--- src/rtl/axi_rd_data_arbiter.sv ---
// Merges NUM_SRC AXI R channels onto one master R channel. Arbitration is
// round-robin at burst granularity; a granted source holds the channel until its rlast beat.
module axi_rd_data_arbiter #(
    parameter int NUM_SRC      = 4,
    parameter int DATA_WIDTH   = 32,
    parameter int ID_MAX_WIDTH = 4
) (
    input  logic                            clk,
    input  logic                            rst_n,
    input  logic [NUM_SRC-1:0]              s_rvalid,
    output logic [NUM_SRC-1:0]              s_rready,
    input  logic [NUM_SRC*ID_MAX_WIDTH-1:0] s_rid,
    input  logic [NUM_SRC*DATA_WIDTH-1:0]   s_rdata,
    input  logic [NUM_SRC*2-1:0]            s_rresp,
    input  logic [NUM_SRC-1:0]              s_rlast,
    input  logic [NUM_SRC-1:0]              s_ruser,
    output logic                            m_rvalid,
    output logic [ID_MAX_WIDTH-1:0]         m_rid,
    output logic [DATA_WIDTH-1:0]           m_rdata,
    output logic [1:0]                      m_rresp,
    output logic                            m_rlast,
    output logic                            m_ruser,
    input  logic                            m_rready,
    output logic [$clog2(NUM_SRC)-1:0]      m_rsrc,
    output logic                            busy,
    output logic [7:0]                      beat_cnt
);

    localparam int SRC_W = $clog2(NUM_SRC);
    localparam logic [SRC_W-1:0] LAST_SRC = SRC_W'(NUM_SRC - 1);

    localparam logic [0:0] IDLE   = 1'b0;
    localparam logic [0:0] LOCKED = 1'b1;

    logic [0:0]       state;
    logic [SRC_W-1:0] grant;
    logic [SRC_W-1:0] last_grant;
    logic [SRC_W-1:0] winner;
    logic [SRC_W-1:0] cand;
    logic             any_valid;
    logic [7:0]       cnt_q;
    logic             sel_valid;
    logic             xfer;
    int               rr_idx;

    function automatic logic [7:0] sat_inc(input logic [7:0] v);
        return (v == 8'hFF) ? v : v + 8'd1;
    endfunction

    // Round-robin: first valid source strictly after last_grant, wrapping.
    always_comb begin
        winner    = last_grant;
        any_valid = 1'b0;
        rr_idx    = 0;
        cand      = '0;
        for (int i = 1; i <= NUM_SRC; i++) begin
            rr_idx = (int'(last_grant) + i) % NUM_SRC;
            cand   = SRC_W'(rr_idx);
            if (!any_valid && s_rvalid[cand]) begin
                any_valid = 1'b1;
                winner    = cand;
            end
        end
    end

    always_comb begin
        sel_valid = s_rvalid[0];
        m_rid     = s_rid[0 +: ID_MAX_WIDTH];
        m_rdata   = s_rdata[0 +: DATA_WIDTH];
        m_rresp   = s_rresp[0 +: 2];
        m_rlast   = s_rlast[0];
        m_ruser   = s_ruser[0];
        s_rready  = '0;
        for (int k = 0; k < NUM_SRC; k++) begin
            if (grant == SRC_W'(k)) begin
                sel_valid = s_rvalid[k];
                m_rid     = s_rid[k*ID_MAX_WIDTH +: ID_MAX_WIDTH];
                m_rdata   = s_rdata[k*DATA_WIDTH +: DATA_WIDTH];
                m_rresp   = s_rresp[k*2 +: 2];
                m_rlast   = s_rlast[k];
                m_ruser   = s_ruser[k];
                s_rready[k] = (state == LOCKED) && m_rready;
            end
        end
    end

    assign m_rvalid = (state == LOCKED) && sel_valid;
    assign xfer     = m_rvalid && m_rready;
    assign busy     = (state == LOCKED);
    assign m_rsrc   = grant;
    // Includes the beat handshaking this cycle, so the rlast beat still reports the full count.
    assign beat_cnt = xfer ? sat_inc(cnt_q) : cnt_q;

    always_ff @(posedge clk or negedge rst_n) begin
        if (!rst_n) begin
            state      <= IDLE;
            grant      <= '0;
            last_grant <= LAST_SRC;
            cnt_q      <= '0;
        end else begin
            case (state)
                IDLE: begin
                    if (any_valid) begin
                        grant <= winner;
                        state <= LOCKED;
                    end
                end
                LOCKED: begin
                    if (xfer) begin
                        if (m_rlast) begin
                            state      <= IDLE;
                            last_grant <= grant;
                            cnt_q      <= '0;
                        end else begin
                            cnt_q <= sat_inc(cnt_q);
                        end
                    end
                end
                default: state <= IDLE;
            endcase
        end
    end

endmodule

--- config.mk ---
export PLATFORM = sky130hd
export DESIGN_NAME = axi_rd_data_arbiter
export DESIGN_NICKNAME = d
export VERILOG_FILES = /design/src/rtl/axi_rd_data_arbiter.sv
export SDC_FILE = /design/constraint.sdc
export NUM_CORES = 1
export LEC_CHECK = 0
export BUFFER_PORTS_ARGS = -buffer_cell sky130_fd_sc_hd__buf_2
export CORE_AREA = 3 3 86 88
export DETAILED_ROUTE_END_ITERATION = 10
export DIE_AREA = 0 0 89 91
export GPL_TIMING_DRIVEN = 0
export HOLD_SLACK_MARGIN = 0.15
export PLACE_DENSITY = 0.65
export SETUP_SLACK_MARGIN = 0.5
export SYNTH_ARGS = -nofsm -noshare
export SYNTH_HDL_FRONTEND = slang
export SYNTH_SLANG_ARGS = --single-unit
--- constraint.sdc ---
create_clock -name clk -period 1.99 [get_ports clk]
set_input_delay 0 -clock clk [delete_from_list [all_inputs] [get_ports clk]]
set_output_delay 0 -clock clk [all_outputs]
set_load 0.05 [all_outputs]
* After elaboration in Yosys (flattened, before gate mapping)
Index checks and enable logic that the tools add are counted.
** Storage, ports and cells
- Flip-flop bits (word level) :: 13
- Bits of input ports :: 167
** Cells by class
- Add/subtract/negate cells :: 5
- Order comparisons :: 4
- Eq/ne operators :: 4
- Multiplexer cells :: 45
- Bitwise gates (word level) :: 1
- Reduce and logical (&&, ||, !) cells :: 13
** Operator list (number)
- 32-bit 2-to-1 mux :: 3
- 1-bit 2-to-1 mux :: 24
- 8-bit 2-to-1 mux :: 3
- 2-bit 2-to-1 mux :: 7
- 2-bit by 3-bit less-than comparator with 1-bit output, second input constant :: 4
- 4-bit 2-to-1 mux :: 3
- 8-bit by 1-bit adder with 8-bit output, second input constant :: 1
- 1-bit binary-select mux with 2-bit select :: 4
- 8-bit == test, second input constant :: 1
- 1-bit logical AND :: 6
- 2-bit by 1-bit adder with 2-bit output, second input constant :: 2
- 2-bit adder, second input constant :: 2
- 2-bit == test, second input constant :: 2
- 2-bit AND reduction :: 2
- 1-bit logical NOT :: 3
- 3-bit AND reduction :: 1
- 2-bit by 1-bit == test with 1-bit output, second input constant :: 1
- 2-bit logical NOT :: 1
- 1-bit one-hot mux with 2 select lines :: 1
- 1-bit inverter :: 1

* Logic depth before layout (Yosys ltp)
- Word-level depth :: 15
- Depth in mapped cells :: 6
- Mapped depth without buffers :: 5

* Worst setup path before layout
OpenSTA, ideal clock, no wires.
- Path type :: register to output
- From :: reg grant[0] (netlist: m_rsrc[0])
- To :: out beat_cnt[7]
- Arrival :: 2560 ps
- Path slack :: -570 ps
- Stages on the path, launching flop included :: 6
- Buffers on the path :: 2
- Cells stage by stage :: dfrtp_1 mux4_2 and3_4 buf_2 buf_6 a41oi_1
** Between the ends
- Word-level cells in the longest chain between the ends :: 7
- Elaborated cells on any way between the ends :: 9
- Classes of those cells :: eq/ne (3); mux (4); reduce/logical (2)
** Ends and longest elaborated chain
- start: declaration :: RTL line 36 : logic [SRC_W-1:0] grant;
- start signal: assignment :: RTL line 104 : grant <= winner;
- 2-bit by 1-bit == test with 1-bit output :: RTL line 75 : if (grant == SRC_W'(k)) begin
- 1-bit 2-to-1 mux (2 in a row) :: RTL line 75
- 1-bit 2-to-1 mux (*) :: RTL line 75
- 1-bit logical AND (*) :: RTL line 87 : assign m_rvalid = (state == LOCKED) && sel_valid;
- 1-bit logical AND (*) :: RTL line 88 : assign xfer = m_rvalid && m_rready;
- 8-bit 2-to-1 mux (*) :: RTL line 92 : assign beat_cnt = xfer ? sat_inc(cnt_q) : cnt_q;
- end: declaration :: RTL line 26 : output logic [7:0] beat_cnt
Mark *: on every way between the ends. The rest lies on a longest branch, timed or not.

* Final worst setup path
- From :: reg grant[0] (netlist: m_rsrc[0])
- To :: out beat_cnt[1]
The elaborated chain is that of the path after synthesis.

==> reports/qor.yml <==
drt:
  drc_errors: 0
  highest_layer: "met5"
  via_per_inst: 5.32
  route.met2.wl_um: 5050
  wire_per_inst_um: 20.9
  drtIter0Drc: 55
  wl_met1_um: 3420
  firstDrtPassIters: 4
  ant_nets: 0
  met3_length_um: 1060
  via_count: 2499
  wirelength_um: 9810
timing:
  clock.fmax_mhz: 487
  finalHoldViolCount: 0
  fin_skew_ps: 2.18
  fin_crit_ps: 2050
  rsz0062_at_grt: "yes"
  max-slew-margin-rel_pct: 70.4
  layout_setup_ws_ps: -64.6
  tightest_slew_ps: 441
  post-route-period-util_pct: 103
  setup_violations: 15
  finalMaxSlewViolations: 0
cts:
  cts_max_level: 1
  clkTransAtPathRegs_ps: 50
  cts_tree: "yes"
  clock_latency_ps: 240
  cts_made_buffers: 3
  cts.sinks: 13
  cts.path.max_buffers: 2
  clockRootBuffer: "clkbuf_8"
synthesis:
  syn_area_sq_um: 1820
  synthesis.nets: 309
  synth.cells.most_frequent: "mux4_2, a21oi_1, dfrtp_1, buf_2, nor2_1"
  ys.warnings.count: 0
  synth_top_area_share_pct: 50.8
  synthSimpleGateAreaFrac_pct: 9.22
  muxShareOfSynthArea_pct: 53.4
  synthAdderAreaFrac_pct: 0.688
  synth_cell_type_count: 39
  yosysMostFrequentCell: "mux4_2"
  synth_xor_area_share_pct: 1.44
  yosysTopAreaCell: "mux4_2"
  async_reset_ff_share_pct: 100
  yosys_register_bits: 13
  synth_compound_area_share_pct: 11.8
  yosys-top-cells-area: "mux4_2, dfrtp_1, a21oi_1"
  synth_edf_count: 0
  synth_top_family_by_area: "multiplexers"
  synth_flop_cell: "dfrtp_1"
  avgSynthCellArea_sq_um: 12.9
  synthCells: 141
  ys_seq_area_share_pct: 18.0
global_route:
  grt_pass1_wl_um: 14100
  antenna_found_initial: 5
  overflow: 0
  grt_use_total_pct: 22.8
  grt_max_degree: 14
  grt_pass1_vias: 2657
floorplanning:
  start_util_pct: 27.1
  pin_count: 223
  die_h_um: 91
  coreArea_sq_um: 6720
  dieArea_sq_um: 8100
  die_w_um: 89
  rows: 30
placement:
  place_congestion: 0.798
  dpl_cell_area_sq_um: 3220
  numPortBuffers: 222
  placed_cells: 443
  place.detailed.hpwl_um: 7440
outcome:
  violations: "setup timing"
  outcome: "finished with violations"
worst_setup_path:
  critPathKind: "reg2out"
  cp.arrival_ps: 2050
  ff2ff_path_depth: 8
  end_kind: "output port"
  endpoint: "beat_cnt[1]"
  regToRegEndpoint: "last_grant[0]"
  cp_max_fo: 3
  startpoint: "m_rsrc[0]"
  r2r-start: "m_rsrc[0]"
  reg2reg_slack_ps: 0
  start_kind: "flop"
  worstPathRequired_ps: 1990
cells_and_area:
  drive_gt1_share_pct: 88.5
  fin_cells: 470
  fillers: 524
  finalInstanceArea_sq_um: 4240
  area_growth_pct: 133
  fin_nets: 559
  n_antenna_cell: 0
power_and_ir_drop:
  cellPowerDensity_nw_per_um2: 1760
  p_leak_nw: 2.00
  peakVddDrop_mv: 0.970
min_path:
  worstHoldStart: "s_rvalid[3]"
  hold_path_class: "in2reg"
job:
  maxCapViolCount: 0
repair_timing:
action / in CTS / in global routing
pin swaps: 3 / 7
hold buffers: 3 / 0
cloned: 3 / 1
hold endpoints to repair: 16 / 0
resized for setup: 189 / 24
endpoints found under the setup margin: 64 / 65
setup buffers: 9 / 7
per-stage QoR:
| step | hold WS (ps) | worst slack, ps | total power [W] | utilization, % | setup TNS [ps] |
|---|---|---|---|---|---|
| after floorplan | -296 | 76.0 | 0.00415 | - | 0 |
| after global placement | -92.8 | -127 | 0.00510 | 48.0 | -169 |
| after detailed placement | -91.0 | -127 | 0.00513 | 48.0 | -189 |
| after CTS | 137 | -78.5 | 0.00715 | 60.6 | -166 |
| after global routing | 157 | -113 | 0.00777 | 63.2 | -1720 |
| final | 104 | -64.6 | 0.00747 | 63.2 | -565 |
area by class of cell:
cell class              instances  area [sq um]  area share (%)
well taps                      80           100            2.36
multi-input cells             110          1660            39.1
flip-flops and latches         13           334            7.87
inverters                       3          13.8           0.324
plain buffers                  15           191            4.51
repair buffers                245          1900            44.8
clock buffers                   4          45.0            1.06
worst min path at each step:
stage / end / slack (ps) / cells past startpoint
6_report: busy / 100 / 3
5_1_grt: busy / 160 / 3
4_1_cts: busy / 140 / 3
3_5_place_dp: cnt_q[3] / -90 / 1
3_3_place_gp: cnt_q[7] / -90 / 1
2_1_floorplan: busy / -300 / 0
power by group:
| part | internal [W] | switching [W] | leakage [nW] | total (W) |
|---|---|---|---|---|
| logic | 0.00325 | 0.00350 | 1.82 | 0.00676 |
| clock network | 0.000142 | 0.0000977 | 0.0228 | 0.000239 |
| registers | 0.000360 | 0.000115 | 0.157 | 0.000475 |
| total | 0.00375 | 0.00372 | 2.00 | 0.00747 |
cell families after synthesis:
kind of cell | count (synthesis)
buffers and inverters | 18
adders and majority gates | 1
xor gates and xnor gates | 3
AOI/OAI and AO/OA | 32
DFF | 13
muxes | 45
and+or+nand+nor | 29
critical path, cell delays in order (launching register included):
cell	delay (ps)
dfrtp_2	380
mux4_2	520
and3_4	200
and2_4	130
buf_6	120
mux2_4	300
buf_8	150
layout by cell type (no fill, tap or decap), types with 3 or more instances in the layout:
| cell | n |
|---|---|
| a21oi_1 | 4 |
| a21oi_2 | 4 |
| a21oi_4 | 3 |
| a31o_2 | 3 |
| buf_12 | 8 |
| buf_2 | 169 |
| buf_4 | 14 |
| buf_6 | 13 |
| buf_8 | 47 |
| clkbuf_2 | 3 |
| clkbuf_8 | 3 |
| dfrtp_1 | 6 |
| dfrtp_2 | 5 |
| dlygate4sd3_1 | 3 |
| mux2_4 | 3 |
| mux4_2 | 41 |
| nor2_1 | 6 |
state kept, by name, indices dropped and copies added, names as in the netlist:
signal,count
cnt_q,8
m_rsrc,2
last_grant,2
busy,1
metal layers:
layer | vias up | track usage, %
met5 | - | 0
met3 | 24 | 8.62
li1 | 1114 | -
met2 | 155 | 39.7
met1 | 1196 | 26.3
met4 | 10 | 4.59
Note: power is estimated with default switching activity, not from simulation.
